==> config.mk <==
export PLATFORM = sky130hd
export DESIGN_NAME = mem_stage_flat
export DESIGN_NICKNAME = d
export VERILOG_FILES = /design/src/rtl/riscv_mem_pkg.sv /design/src/rtl/mem_stage_if.sv /design/src/rtl/mem_stage_load_align.sv /design/src/rtl/mem_stage.sv /design/src/flat_wrapper.sv
export SDC_FILE = /design/constraint.sdc
export NUM_CORES = 1
export LEC_CHECK = 0
export CAP_MARGIN = 10
export CORE_MARGIN = 3
export CORE_UTILIZATION = 33
export CTS_CLUSTER_SIZE = 14
export DETAILED_ROUTE_END_ITERATION = 10
export PLACE_DENSITY = 0.77
export SYNTH_ARGS = -nofsm -noshare
export SYNTH_HDL_FRONTEND = slang
export SYNTH_SLANG_ARGS = --single-unit
==> constraint.sdc <==
create_clock -name clk -period 1.7 [get_ports clk]
set_input_delay 0.34 -clock clk [delete_from_list [all_inputs] [get_ports clk]]
set_output_delay 0.34 -clock clk [all_outputs]
set_load 0.02 [all_outputs]
==> src/rtl/riscv_mem_pkg.sv <==
// Shared definitions for the MEM stage: funct3 access codes, FSM states
// and a helper that maps funct3 onto an access size.
package riscv_mem_pkg;

  localparam logic [2:0] F3_LB  = 3'b000;
  localparam logic [2:0] F3_LH  = 3'b001;
  localparam logic [2:0] F3_LW  = 3'b010;
  localparam logic [2:0] F3_LBU = 3'b100;
  localparam logic [2:0] F3_LHU = 3'b101;

  typedef enum logic {
    S_IDLE = 1'b0,
    S_WAIT = 1'b1
  } mem_state_e;

  typedef enum logic [1:0] {
    SZ_B = 2'd0,
    SZ_H = 2'd1,
    SZ_W = 2'd2
  } size_e;

  // Unlisted funct3 codes fall through to word size.
  function automatic size_e f3_size(input logic [2:0] f3);
    size_e s;
    s = SZ_W;
    unique case (1'b1)
      (f3 == F3_LB),
      (f3 == F3_LBU): s = SZ_B;
      (f3 == F3_LH),
      (f3 == F3_LHU): s = SZ_H;
      default:        s = SZ_W;
    endcase
    return s;
  endfunction

endpackage

==> src/rtl/mem_stage_if.sv <==
// Data-memory request/acknowledge bus.
// master = MEM stage (drives req/we/addr/be/wdata), slave = memory (ack/rdata).
interface mem_stage_if #(
  parameter int ADDR_W = 32
);

  logic              dmem_req;
  logic              dmem_we;
  logic [ADDR_W-1:0] dmem_addr;
  logic [3:0]        dmem_be;
  logic [31:0]       dmem_wdata;
  logic              dmem_ack;
  logic [31:0]       dmem_rdata;

  modport master (
    output dmem_req,
    output dmem_we,
    output dmem_addr,
    output dmem_be,
    output dmem_wdata,
    input  dmem_ack,
    input  dmem_rdata
  );

  modport slave (
    input  dmem_req,
    input  dmem_we,
    input  dmem_addr,
    input  dmem_be,
    input  dmem_wdata,
    output dmem_ack,
    output dmem_rdata
  );

endinterface

==> src/rtl/mem_stage_load_align.sv <==
// Load extraction: picks byte/half out of the read word by address offset
// and sign- or zero-extends it. Ports: rdata_i, off_i, funct3_i -> data_o.
module load_align
  import riscv_mem_pkg::*;
(
  input  logic [31:0] rdata_i,
  input  logic [1:0]  off_i,
  input  logic [2:0]  funct3_i,
  output logic [31:0] data_o
);

  logic [7:0]  b;
  logic [15:0] h;

  always_comb begin
    b      = rdata_i[{off_i, 3'b000} +: 8];
    h      = off_i[1] ? rdata_i[31:16]
                      : rdata_i[15:0];
    data_o = rdata_i;
    unique case (1'b1)
      (funct3_i == F3_LB):
        data_o = {{24{b[7]}}, b};
      (funct3_i == F3_LBU):
        data_o = {24'd0, b};
      (funct3_i == F3_LH):
        data_o = {{16{h[15]}}, h};
      (funct3_i == F3_LHU):
        data_o = {16'd0, h};
      default:
        data_o = rdata_i;
    endcase
  end

endmodule

==> src/rtl/mem_stage.sv <==
// RISC-V MEM stage: data-memory bus master, store lane steering, load
// extraction and the MEM/WB register; stalls upstream while an access waits.
// Ports: clk, reset (async, active-high); EX/MEM controls and data in;
// dmem (mem_stage_if.master); mem_stall; MEM/WB outputs, misalign_out,
// bus_err_out. Optional: define MEM_TIMEOUT_EN for the ack watchdog.
module mem_stage
  import riscv_mem_pkg::*;
#(
  parameter int ADDR_W         = 32,
  parameter int TIMEOUT_CYCLES = 16
) (
  input  logic              clk,
  input  logic              reset,
  input  logic              reg_write_in,
  input  logic              mem_to_reg_in,
  input  logic              mem_read_in,
  input  logic              mem_write_in,
  input  logic [2:0]        funct3_in,
  input  logic [31:0]       alu_result_in,
  input  logic [31:0]       rs2_data_in,
  input  logic [4:0]        rd_in,
  mem_stage_if.master       dmem,
  output logic              mem_stall,
  output logic              reg_write_out,
  output logic [4:0]        rd_out,
  output logic [31:0]       wb_data_out,
  output logic              misalign_out,
  output logic              bus_err_out
);

  logic        access;
  logic        misal;
  logic        go;
  size_e       sz;
  logic [1:0]  off;
  logic [31:0] addr_w;
  logic [3:0]  be;
  logic [31:0] wdata;
  logic [31:0] load_data;

  mem_state_e  state_q;
  mem_state_e  state_d;
  logic        req;
  logic        tmo;

  logic        reg_write_q;
  logic [4:0]  rd_q;
  logic [31:0] wb_q;
  logic        misalign_q;

  assign access = mem_read_in | mem_write_in;
  assign sz     = f3_size(funct3_in);
  assign off    = alu_result_in[1:0];
  assign addr_w = {alu_result_in[31:2], 2'b00};

  // Only real memory accesses can be misaligned; ALU results pass through.
  assign misal = access
               & (((sz == SZ_H) & off[0])
               | ((sz == SZ_W) & (off != 2'b00)));
  assign go    = access & ~misal;

  always_comb begin
    be    = 4'b1111;
    wdata = rs2_data_in;
    if (mem_write_in) begin
      unique case (sz)
        SZ_B: begin
          be    = 4'b0001 << off;
          wdata = {4{rs2_data_in[7:0]}};
        end
        SZ_H: begin
          be    = off[1] ? 4'b1100 : 4'b0011;
          wdata = {2{rs2_data_in[15:0]}};
        end
        default: begin
          be    = 4'b1111;
          wdata = rs2_data_in;
        end
      endcase
    end
  end

  load_align u_load_align (
    .rdata_i  (dmem.dmem_rdata),
    .off_i    (off),
    .funct3_i (funct3_in),
    .data_o   (load_data)
  );

`ifdef MEM_TIMEOUT_EN
  localparam int CW = $clog2(TIMEOUT_CYCLES + 1);
  logic [CW-1:0] cnt_q;
  logic [CW-1:0] cnt_d;
  logic          bus_err_q;
`endif

  // Request is gated by reset so the bus drops the moment reset rises.
  always_comb begin
    state_d = state_q;
    req     = 1'b0;
    tmo     = 1'b0;
    if (!reset) begin
      unique case (state_q)
        S_IDLE: begin
          if (go) begin
            req = 1'b1;
            if (!dmem.dmem_ack) state_d = S_WAIT;
          end
        end
        S_WAIT: begin
          req = 1'b1;
          if (dmem.dmem_ack) begin
            state_d = S_IDLE;
          end
`ifdef MEM_TIMEOUT_EN
          else if (cnt_q == CW'(TIMEOUT_CYCLES - 1)) begin
            req     = 1'b0;
            tmo     = 1'b1;
            state_d = S_IDLE;
          end
`endif
        end
        default: state_d = S_IDLE;
      endcase
    end
  end

  always_ff @(posedge clk or posedge reset) begin
    if (reset) state_q <= S_IDLE;
    else       state_q <= state_d;
  end

`ifdef MEM_TIMEOUT_EN
  // Held at zero in IDLE, so it is clear on every entry to WAIT.
  always_comb begin
    cnt_d = cnt_q;
    if (state_q == S_IDLE) cnt_d = '0;
    else                   cnt_d = cnt_q + CW'(1);
  end

  always_ff @(posedge clk or posedge reset) begin
    if (reset) begin
      cnt_q     <= '0;
      bus_err_q <= 1'b0;
    end else begin
      cnt_q     <= cnt_d;
      bus_err_q <= tmo;
    end
  end

  assign bus_err_out = bus_err_q;
`else
  logic unused_tmo;
  assign unused_tmo  = (TIMEOUT_CYCLES != 0) | tmo;
  assign bus_err_out = 1'b0;
`endif

  assign mem_stall       = req & ~dmem.dmem_ack;
  assign dmem.dmem_req   = req;
  assign dmem.dmem_we    = req & mem_write_in;
  assign dmem.dmem_addr  = addr_w[ADDR_W-1:0];
  assign dmem.dmem_be    = be;
  assign dmem.dmem_wdata = wdata;

  // Stall or watchdog expiry inserts a bubble; rd/data hold.
  always_ff @(posedge clk or posedge reset) begin
    if (reset) begin
      reg_write_q <= 1'b0;
      rd_q        <= '0;
      wb_q        <= '0;
      misalign_q  <= 1'b0;
    end else if (mem_stall || tmo) begin
      reg_write_q <= 1'b0;
      misalign_q  <= 1'b0;
    end else begin
      reg_write_q <= reg_write_in & ~misal;
      rd_q        <= rd_in;
      wb_q        <= mem_to_reg_in ? load_data
                                   : alu_result_in;
      misalign_q  <= misal;
    end
  end

  assign reg_write_out = reg_write_q;
  assign rd_out        = rd_q;
  assign wb_data_out   = wb_q;
  assign misalign_out  = misalign_q;

endmodule

==> src/flat_wrapper.sv <==
// flat-port wrapper written by rule: the top's interface ports become plain ports
module mem_stage_flat import riscv_mem_pkg::*;
#(
  parameter int ADDR_W         = 32,
  parameter int TIMEOUT_CYCLES = 16
)
  (clk, reset, reg_write_in, mem_to_reg_in, mem_read_in, mem_write_in, funct3_in, alu_result_in, rs2_data_in, rd_in, mem_stall, reg_write_out, rd_out, wb_data_out, misalign_out, bus_err_out, dmem_dmem_req, dmem_dmem_we, dmem_dmem_addr, dmem_dmem_be, dmem_dmem_wdata, dmem_dmem_ack, dmem_dmem_rdata);
  mem_stage_if #(.ADDR_W(ADDR_W)) dmem_i ();
  input  logic clk;
  input  logic reset;
  input  logic reg_write_in;
  input  logic mem_to_reg_in;
  input  logic mem_read_in;
  input  logic mem_write_in;
  input  logic [2:0] funct3_in;
  input  logic [31:0] alu_result_in;
  input  logic [31:0] rs2_data_in;
  input  logic [4:0] rd_in;
  output logic mem_stall;
  output logic reg_write_out;
  output logic [4:0] rd_out;
  output logic [31:0] wb_data_out;
  output logic misalign_out;
  output logic bus_err_out;
  output wire logic [$bits(dmem_i.dmem_req)-1:0] dmem_dmem_req;
  output wire logic [$bits(dmem_i.dmem_we)-1:0] dmem_dmem_we;
  output wire logic [$bits(dmem_i.dmem_addr)-1:0] dmem_dmem_addr;
  output wire logic [$bits(dmem_i.dmem_be)-1:0] dmem_dmem_be;
  output wire logic [$bits(dmem_i.dmem_wdata)-1:0] dmem_dmem_wdata;
  input wire logic [$bits(dmem_i.dmem_ack)-1:0] dmem_dmem_ack;
  input wire logic [$bits(dmem_i.dmem_rdata)-1:0] dmem_dmem_rdata;
  assign dmem_dmem_req = dmem_i.dmem_req;
  assign dmem_dmem_we = dmem_i.dmem_we;
  assign dmem_dmem_addr = dmem_i.dmem_addr;
  assign dmem_dmem_be = dmem_i.dmem_be;
  assign dmem_dmem_wdata = dmem_i.dmem_wdata;
  assign dmem_i.dmem_ack = dmem_dmem_ack;
  assign dmem_i.dmem_rdata = dmem_dmem_rdata;
  mem_stage #(.ADDR_W(ADDR_W), .TIMEOUT_CYCLES(TIMEOUT_CYCLES)) u_core (.clk(clk), .reset(reset), .reg_write_in(reg_write_in), .mem_to_reg_in(mem_to_reg_in), .mem_read_in(mem_read_in), .mem_write_in(mem_write_in), .funct3_in(funct3_in), .alu_result_in(alu_result_in), .rs2_data_in(rs2_data_in), .rd_in(rd_in), .dmem(dmem_i), .mem_stall(mem_stall), .reg_write_out(reg_write_out), .rd_out(rd_out), .wb_data_out(wb_data_out), .misalign_out(misalign_out), .bus_err_out(bus_err_out));
endmodule
=== After elaboration in Yosys (flattened, before gate mapping) ===
Index checks and enable logic that the tools add are counted.
W data, S select, Z words.

* Register bits after elaboration: 40
* Output and inout port bits: 111
* Input bits: 111

* Reduce and logical (&&, ||, !) cells: 5
* Shift-type cells: 2
* Muxes and demuxes: 17
* Equality and inequality tests: 5
* Bitwise logic cells: 12

{| class="wikitable"
|+ Operators with widths
! cell !! number
|-
| $pmux W32 S4 || 1
|-
| $mux W32 || 2
|-
| $pmux W32 S2 || 1
|-
| $shiftx A32 B6 Y8 || 1
|-
| $mux W16 || 1
|-
| $mux W4 || 2
|-
| $pmux W4 S2 || 1
|-
| $and A1 B1 Y1 || 7
|-
| $eq A3 B3 Y1 const B || 2
|-
| $mux W1 || 6
|-
| $pmux W1 S2 || 2
|-
| $pmux W2 S2 || 1
|-
| $reduce_or A2 Y1 || 2
|-
| $shl A1 B2 Y4 const A || 1
|-
| $eq A3 B1 Y1 const B || 1
|-
| $logic_not A3 Y1 || 1
|-
| $not A1 Y1 || 3
|-
| $eq A2 B1 Y1 const B || 1
|-
| $eq A2 B2 Y1 const B || 1
|-
| $logic_not A2 Y1 || 1
|-
| $or A1 B1 Y1 || 2
|-
| $reduce_bool A2 Y1 || 1
|}

=== Logic depth before layout (Yosys ltp) ===
Gate-level depths: netlist of the first run.

* Depth after elaboration: 14
* Gate-level depth with buffers: 8
* Depth with buffers taken out: 5

=== Hierarchy ===
From an unflattened synthesis of the first run, not the netlist that was laid out.

* Cells, all modules: 370
* Area total of the unflattened synthesis: 3480.8 um2

{| class="wikitable"
|+ Modules (own cells, without submodules)
! module !! area each (um2) !! times used !! cells each
|-
| mem_stage || 2771.4 || 1 || 252
|-
| load_align || 709.4 || 1 || 118
|}

=== Worst setup path before layout of the first run ===
Ideal clock, no wire load.

* Path type: input to output
* Start point: input funct3_in[0]
* End point: output dmem_dmem_be[1]
* Buffers on the path: 3
* Arrival time: 1.636 ns
* Setup slack: -0.276 ns
* Cell stages on the path: 5
* Path through: clkbuf_1 -> clkbuf_1 -> buf_2 -> nor2_1 -> o21ai_0

* Word-level cells in the longest chain between the ends: 6

{| class="wikitable"
|+ RTL lines
! what !! line !! text
|-
| start: declaration || flat_wrapper.sv:15 || <nowiki>input logic [2:0] funct3_in;</nowiki>
|-
| $eq A3 B3 Y1, or another cell as far along || riscv_mem_pkg.sv:30 || <nowiki>(f3 == F3_LHU): s = SZ_H;</nowiki>
|-
| $reduce_or A2 Y1 || riscv_mem_pkg.sv:26 || <nowiki>unique case (1'b1)</nowiki>
|-
| $pmux W2 S2 (*) || riscv_mem_pkg.sv:26 ||
|-
| $eq A2 B1 Y1 or $logic_not A2 Y1 (tied branches) || mem_stage.sv:66 || <nowiki>unique case (sz)</nowiki>
|-
| $pmux W4 S2 (*) || mem_stage.sv:66 ||
|-
| $mux W4 (*) || mem_stage.sv:65 || <nowiki>if (mem_write_in) begin</nowiki>
|-
| end: declaration || flat_wrapper.sv:28 || <nowiki>output wire logic [$bits(dmem_i.dmem_be)-1:0] dmem_dmem_be;</nowiki>
|}

Every way passes the cells marked *; elsewhere a longest branch is shown, timed or not.

=== Final worst setup path of the first run ===
* Start point: input funct3_in[1]
* End point: output dmem_dmem_wdata[26]

* Word-level cells in the longest chain between the ends: 6

{| class="wikitable"
|+ RTL lines
! what !! line !! text
|-
| $eq A3 B3 Y1, or another cell as far along || riscv_mem_pkg.sv:30 ||
|-
| $reduce_or A2 Y1 || riscv_mem_pkg.sv:26 ||
|-
| $pmux W2 S2 (*) || riscv_mem_pkg.sv:26 ||
|-
| $eq A2 B1 Y1 or $logic_not A2 Y1 (tied branches) || mem_stage.sv:66 ||
|-
| $pmux W32 S2 (*) || mem_stage.sv:66 ||
|-
| $mux W32 (*) || mem_stage.sv:65 ||
|-
| end: declaration || flat_wrapper.sv:29 || <nowiki>output wire logic [$bits(dmem_i.dmem_wdata)-1:0] dmem_dmem_wdata;</nowiki>
|}

Marks and branches as above.

==> impl_metrics.csv, run 1 <==
group,metric,value,unit
drt,viasPerCell,5.15,
drt,wl_per_cell,18.1,µm
drt,detail-route-antenna-nets,0,
pwr,p_per_area,579,nW/µm²
global_route,grt_first_pass_wirelength,21.1,mm
global_route,grt_pass1_vias,4070,
drt,drtPass1Iterations,5,
clock_tree,h-tree-depth,2,
finish,syn2layout_area_growth,84.7,%
synthesis,syn-cell-area,3310,µm²
drt,drt_iter0_drc,313,
floorplan,initial_core_util,0.349,
finish,nets,762,
floorplan,design.core.area,9500,µm²
finish,final_area,6120,µm²
synthesis,avgSynthCellArea,8.16,µm²
timing,period_share,1.02,
clock_tree,cts_buffers,5,
clock_tree,ctsHoldBuffers,0,
timing,relSlewSlack,0.626,
worst_hold_path,hold_class,"input pin to asynchronous set/reset pin",
setup_path,critPathMaxFanout,8,
finish,drive_gt1_frac,0.300,
setup_path,worstPathArrival,1.40,ns
clock_tree,cts_tree,"built",
floorplan,chipWidth,106,µm
clock_tree,clock_tree.root_cell,"clkbuf_8",
synthesis,seq_area_frac_synth,0.302,
setup_path,crit_buf_inv,5,
finish,final_cell_mix,"clkdlybuf4s50_1 (134), buf_4 (88), nand2_1 (55), dlygate4sd2_1 (43), dfrtp_1 (40)",
setup_path,end_kind,"output pin",
drt,wl,14.2,mm
floorplan,row_count,35,
pwr,cellLeakagePower,2.78,nW
floorplan,num_io_pins,222,
global_route,grt_overflow_total,0,
timing,hold_ws,0.337,ns
global_route,grt_usage,0.234,
timing,tightestPinTransition,0.562,ns
finish,layout_commonest_cell,"clkdlybuf4s50_1",
run_status,run_status,"complete, but fails checks",
run_status,violations,"negative setup slack",
global_route,antenna_found_initial,2,
pwr,ir_drop,0.400,mV
place,dp_hpwl,11.0,mm
setup_path,critPathTopFamily,"buffers and inverters",
finish,fin_cells,782,
timing,setup_viol,4,
synthesis,synthCells,406,
setup_path,cp_cell_sequence,"buf_8, buf_6, nor2b_4, buf_12, buf_16, nor2_2, a21oi_2, buf_4",
clock_tree,clk_pin_slew,0.08,ns
timing,fin_skew,0.00598,ns
clock_tree,clkLatencyLatePin,0.29,ns
drt,vias,4028,
timing,worst_slack,-0.0392,ns
synthesis,ys_types,37,
timing,min_period,1.74,ns
pwr,total_power,0.00354,W
setup_path,slowest_delay,0.25,ns
clock_tree,clock-sinks,40,
place,postPlaceCellArea,5850,µm²
setup_path,worst-setup-path-type,"input pin to output pin",
drt,route.detailed.drc,0,
clock_tree,clock_path_buffers,2,
timing,finalMaxSlewViolations,0,
job,drv_cap,0,
place,place.gp.congestion,0.846,
setup_path,required,1.36,ns
synthesis,synth-seq-cells,40,
floorplan,die-height,106,µm
timing,timing.fmax,575,MHz
place,place_inst,758,
place,io_buffers,218,
setup_path,critical-path-slowest-cell,"nor2b_4",
synthesis,synth_warnings,0,
setup_path,critPathLaunchType,"input pin",
timing,rsz0062_at_grt,"true",
floorplan,die_area,11300,µm²
timing,hold_viol_final,0,
global_route,grt_start_max_net_pins,32,
-- power breakdown --
part	internal [W]	switching (W)
clock	0.000280	0.000350
combinational	0.000919	0.000860
sequential	0.00106	0.0000672
total	0.00226	0.00128
-- Yosys cell counts --
master,n,area [µm²]
a31oi_1,8,50.1
o21ai_0,21,105
o21a_1,1,7.51
conb_1,1,3.75
buf_6,5,56.3
mux4_2,1,22.5
buf_4,44,330
and3b_1,7,61.3
inv_1,14,52.6
or3b_2,1,8.76
inv_2,1,3.75
mux2_4,2,30.0
nor3_2,1,10.0
or2_2,1,6.26
buf_2,2,10.0
a211oi_1,6,45.0
or2_1,2,12.5
a31oi_4,1,21.3
nor2_1,28,105
and2_1,4,25.0
mux2_2,20,225
o21ai_1,2,10.0
nand3b_1,1,7.51
o22ai_1,25,156
a221oi_1,2,17.5
nand2b_1,3,18.8
nor2b_1,7,43.8
o31ai_1,7,52.6
and2b_1,2,15.0
nor3_1,2,10.0
a21oi_1,25,125
mux2i_1,15,150
o2bb2ai_1,23,201
a21boi_2,1,11.3
dfrtp_1,40,1000
nand2_1,55,206
clkbuf_1,25,93.8
-- registers in the layout, indices dropped and copies added (netlist names) --
signal,cells
u_core.misalign_out,1
u_core.rd_out,5
u_core.reg_write_out,1
u_core.wb_data_out,32
u_core.state_q,1
-- cell type report --
class                   instances  area (µm²)
fillers                       804        3380
clock buffers                   6        72.6
flip-flops and latches         40        1000
inverters                      15        56.3
repair buffers                312        2880
clock inverters                 1        5.00
diodes                          2        5.00
multi-input cells             277        1940
well taps                     129         161
-- worst register-to-register path, delay by kind of cell, from the launching register on --
kind,cells,cell delay (ns)
AND/OR/NAND/NOR,1,0.26
flip-flops,1,0.40
AO/OA/AOI/OAI,2,0.21
buffers and inverters,3,0.60
-- repair_timing --
item / in CTS / in global routing
gates cloned: 1 / 1
buffers inserted: 13 / 2
resized for setup: 215 / 52
pin swaps: 11 / 5
endpoints found under the setup margin: 107 / 43
-- final timing paths --
kind,startpoint,end,slack [ns],cells past startpoint
setup / recovery,funct3_in[1],dmem_dmem_wdata[26],-0.04,8
hold / removal,reset,u_core.state_q,0.34,4
setup reg to reg,u_core.state_q,u_core.wb_data_out[20],0.14,6
hold reg to reg,u_core.wb_data_out[31],u_core.wb_data_out[31],0.50,1
max in group asynchronous,reset,u_core.wb_data_out[2],1.00,4
min in group clk,mem_write_in,u_core.misalign_out,0.45,3
-- logic make-up (layout without fill, tap and decap cells) --
| logic type | after synthesis | in the layout | synth area share |
|---|---|---|---|
| flops | 40 | 40 | 0.302 |
| mux | 38 | 38 | 0.129 |
| compound gates | 122 | 122 | 0.242 |
| buf+inv | 91 | 334 | 0.165 |
| simple gates | 114 | 114 | 0.160 |
| other cells | 1 | 5 | 0.00113 |
-- per-stage QoR --
step           setup WS, ns  setup TNS (ns)  utilization
2_1_floorplan       0.00235               0            -
3_3_place_gp         -0.893          -49.33        0.616
3_5_place_dp         -0.923          -52.23        0.616
4_1_cts             -0.0528          -0.221        0.631
5_1_grt             -0.0612          -0.340        0.644
6_report            -0.0392          -0.112        0.644
-- routing by layer --
metal | vias to the layer above | GRT usage | part of all wire | routed length [µm]
li1 | 1881 | - | - | -
met1 | 1914 | 0.251 | 0.37 | 5250
met2 | 203 | 0.440 | 0.52 | 7320
met3 | 30 | 0.0625 | 0.082 | 1160
met4 | 0 | 0.0749 | 0.030 | 424
met5 | - | 0 | 0 | 0
(Power assumes the default switching activity.)
==> run 2: changes to the inputs <==
Settings changed: RECOVER_POWER set to 50.
==> run 2 against run 1 <==
Against the previous run:
- the run still ends with negative setup slack left
- count of clock-buffer cells in the layout is the same
- global-route usage did not move
- total power fell by 0.70%
- setup slack is essentially flat
- sequential power about the same
- clock skew barely moved
- via count shrank 0.30%
- final cell count stayed put
- critical path type unchanged
- critical endpoint unchanged
- highest routed layer unchanged
==> impl_metrics.csv, run 2 (same netlist as run 1, synthesis figures left out) <==
group,metric,value,unit
run_status,run_status,"complete, but fails checks",
run_status,violations,"negative setup slack",
global_route,grt_start_max_net_pins,32,
setup_path,critPathTopFamily,"buffers and inverters",
finish,final_cell_mix,"clkdlybuf4s50_1 (103), buf_4 (84), nand2_1 (55), dlygate4sd2_1 (43), dfrtp_1 (40)",
clock_tree,clock_path_buffers,2,
timing,hold_ws,0.446,ns
timing,fin_skew,0.00609,ns
setup_path,crit_buf_inv,5,
setup_path,critPathLaunchType,"input pin",
finish,syn2layout_area_growth,84.0,%
global_route,grt_usage,0.234,
clock_tree,clkLatencyLatePin,0.29,ns
place,place.gp.congestion,0.846,
clock_tree,clock-sinks,40,
place,dp_hpwl,11.0,mm
global_route,antenna_found_initial,2,
floorplan,row_count,35,
worst_hold_path,hold_class,"input pin to register",
finish,layout_commonest_cell,"clkdlybuf4s50_1",
pwr,p_per_area,577,nW/µm²
setup_path,worstPathArrival,1.40,ns
timing,tightestPinTransition,0.752,ns
drt,route.detailed.drc,0,
timing,timing.fmax,575,MHz
timing,hold_viol_final,0,
timing,relSlewSlack,0.499,
finish,drive_gt1_frac,0.293,
global_route,met2_usage,0.440,
clock_tree,cts_tree,"built",
drt,drt_iter0_drc,277,
clock_tree,cts_buffers,5,
setup_path,critical-path-slowest-cell,"nor2b_4",
timing,period_share,1.02,
setup_path,required,1.36,ns
setup_path,slowest_delay,0.25,ns
timing,finalMaxSlewViolations,0,
timing,setup_viol,5,
clock_tree,h-tree-depth,2,
global_route,met3_usage,0.0625,
global_route,grt_first_pass_wirelength,21.1,mm
place,post-place-ws,-0.923,ns
floorplan,design.core.area,9500,µm²
finish,nets,762,
drt,wl_per_cell,18.1,µm
setup_path,critPathMaxFanout,8,
setup_path,rrSetupSlack,0.15,ns
finish,fin_cells,782,
place,place_inst,758,
job,drv_cap,0,
finish,largest_register_ffs,32,
pwr,ir_drop,0.400,mV
global_route,grt_overflow_total,0,
timing,min_period,1.74,ns
floorplan,initial_core_util,0.349,
global_route,grt_pass1_vias,4070,
place,io_buffers,218,
clock_tree,clock_tree.root_cell,"clkbuf_8",
drt,detail-route-antenna-nets,0,
floorplan,chipWidth,106,µm
floorplan,die_area,11300,µm²
pwr,cellLeakagePower,2.76,nW
pwr,total_power,0.00352,W
setup_path,worst-setup-path-type,"input pin to output pin",
drt,wl,14.2,mm
drt,drtPass1Iterations,5,
global_route,grtUsageMet1,0.251,
setup_path,end_kind,"output pin",
timing,worst_slack,-0.0394,ns
setup_path,cp_cell_sequence,"buf_8, buf_6, nor2b_4, buf_12, buf_16, nor2_2, a21oi_2, buf_4",
drt,viasPerCell,5.14,
clock_tree,clk_pin_slew,0.08,ns
global_route,busiest_layer,"met2",
floorplan,num_io_pins,222,
drt,vias,4016,
floorplan,die-height,106,µm
timing,rsz0062_at_grt,"true",
finish,final_util,0.641,
[run 2: cell count changes in the layout (fill, tap and decap cells not counted)]
cell	before	now
buf_2	15	14
buf_4	88	84
clkbuf_1	1	4
clkbuf_2	0	2
clkbuf_4	0	1
clkdlybuf4s25_1	0	1
clkdlybuf4s50_1	134	103
dlygate4sd3_1	0	31
dlymetal6s2s_1	2	0
mux2_1	0	2
mux2_2	12	11
mux2_4	10	9
[run 2: cell type report]
| type | count | area, µm² |
|---|---|---|
| Sequential cell | 40 | 1000 |
| Multi-Input combinational cell | 277 | 1930 |
| Tap cell | 129 | 161 |
| Clock inverter | 1 | 5.00 |
| Timing Repair Buffer | 312 | 2860 |
| Fill cell | 808 | 3410 |
| Clock buffer | 6 | 72.6 |
| Inverter | 15 | 56.3 |
| Antenna cell | 2 | 5.00 |
[run 2: worst min-delay path: cells and delay by family]
| kind | cells | cell delay, ns |
|---|---|---|
| buf+inv | 1 | 0.14 |
| simple gates | 2 | 0.22 |
[run 2: layer usage]
layer  part of all wire  vias up
li1                   -     1884
met1               0.38     1902
met2               0.51      200
met3              0.079       30
met4              0.030        0
met5                  0        -
[run 2: final timing paths]
| path | startpoint | cells after the start | to |
|---|---|---|---|
| setup / recovery | funct3_in[1] | 8 | dmem_dmem_wdata[26] |
| hold / removal | mem_write_in | 3 | u_core.misalign_out |
| setup reg to reg | u_core.state_q | 6 | u_core.wb_data_out[20] |
| hold reg to reg | u_core.wb_data_out[30] | 1 | u_core.wb_data_out[30] |
| max in group asynchronous | reset | 4 | u_core.wb_data_out[30] |
| min in group asynchronous | reset | 4 | u_core.state_q |
[run 2: through the flow]
step / instance area, µm² / TNS, ns
detailed placement: 5850 / -52.23
global placement: 5850 / -49.33
global route: 6090 / -0.388
floorplan: 3380 / 0
CTS: 5990 / -0.221
finish: 6090 / -0.117
[run 2: timing repair]
item	4_1_cts	5_1_grt
endpoints found under the setup margin	107	43
hold buffers	0	0
gates resized for setup	215	52
cloned	1	1
pin swaps	11	5
buffers inserted	13	2
[run 2: where the power goes]
part | internal [W] | switching [W]
sequential | 0.00106 | 0.0000672
clock | 0.000280 | 0.000349
combinational | 0.000896 | 0.000860
total | 0.00224 | 0.00128
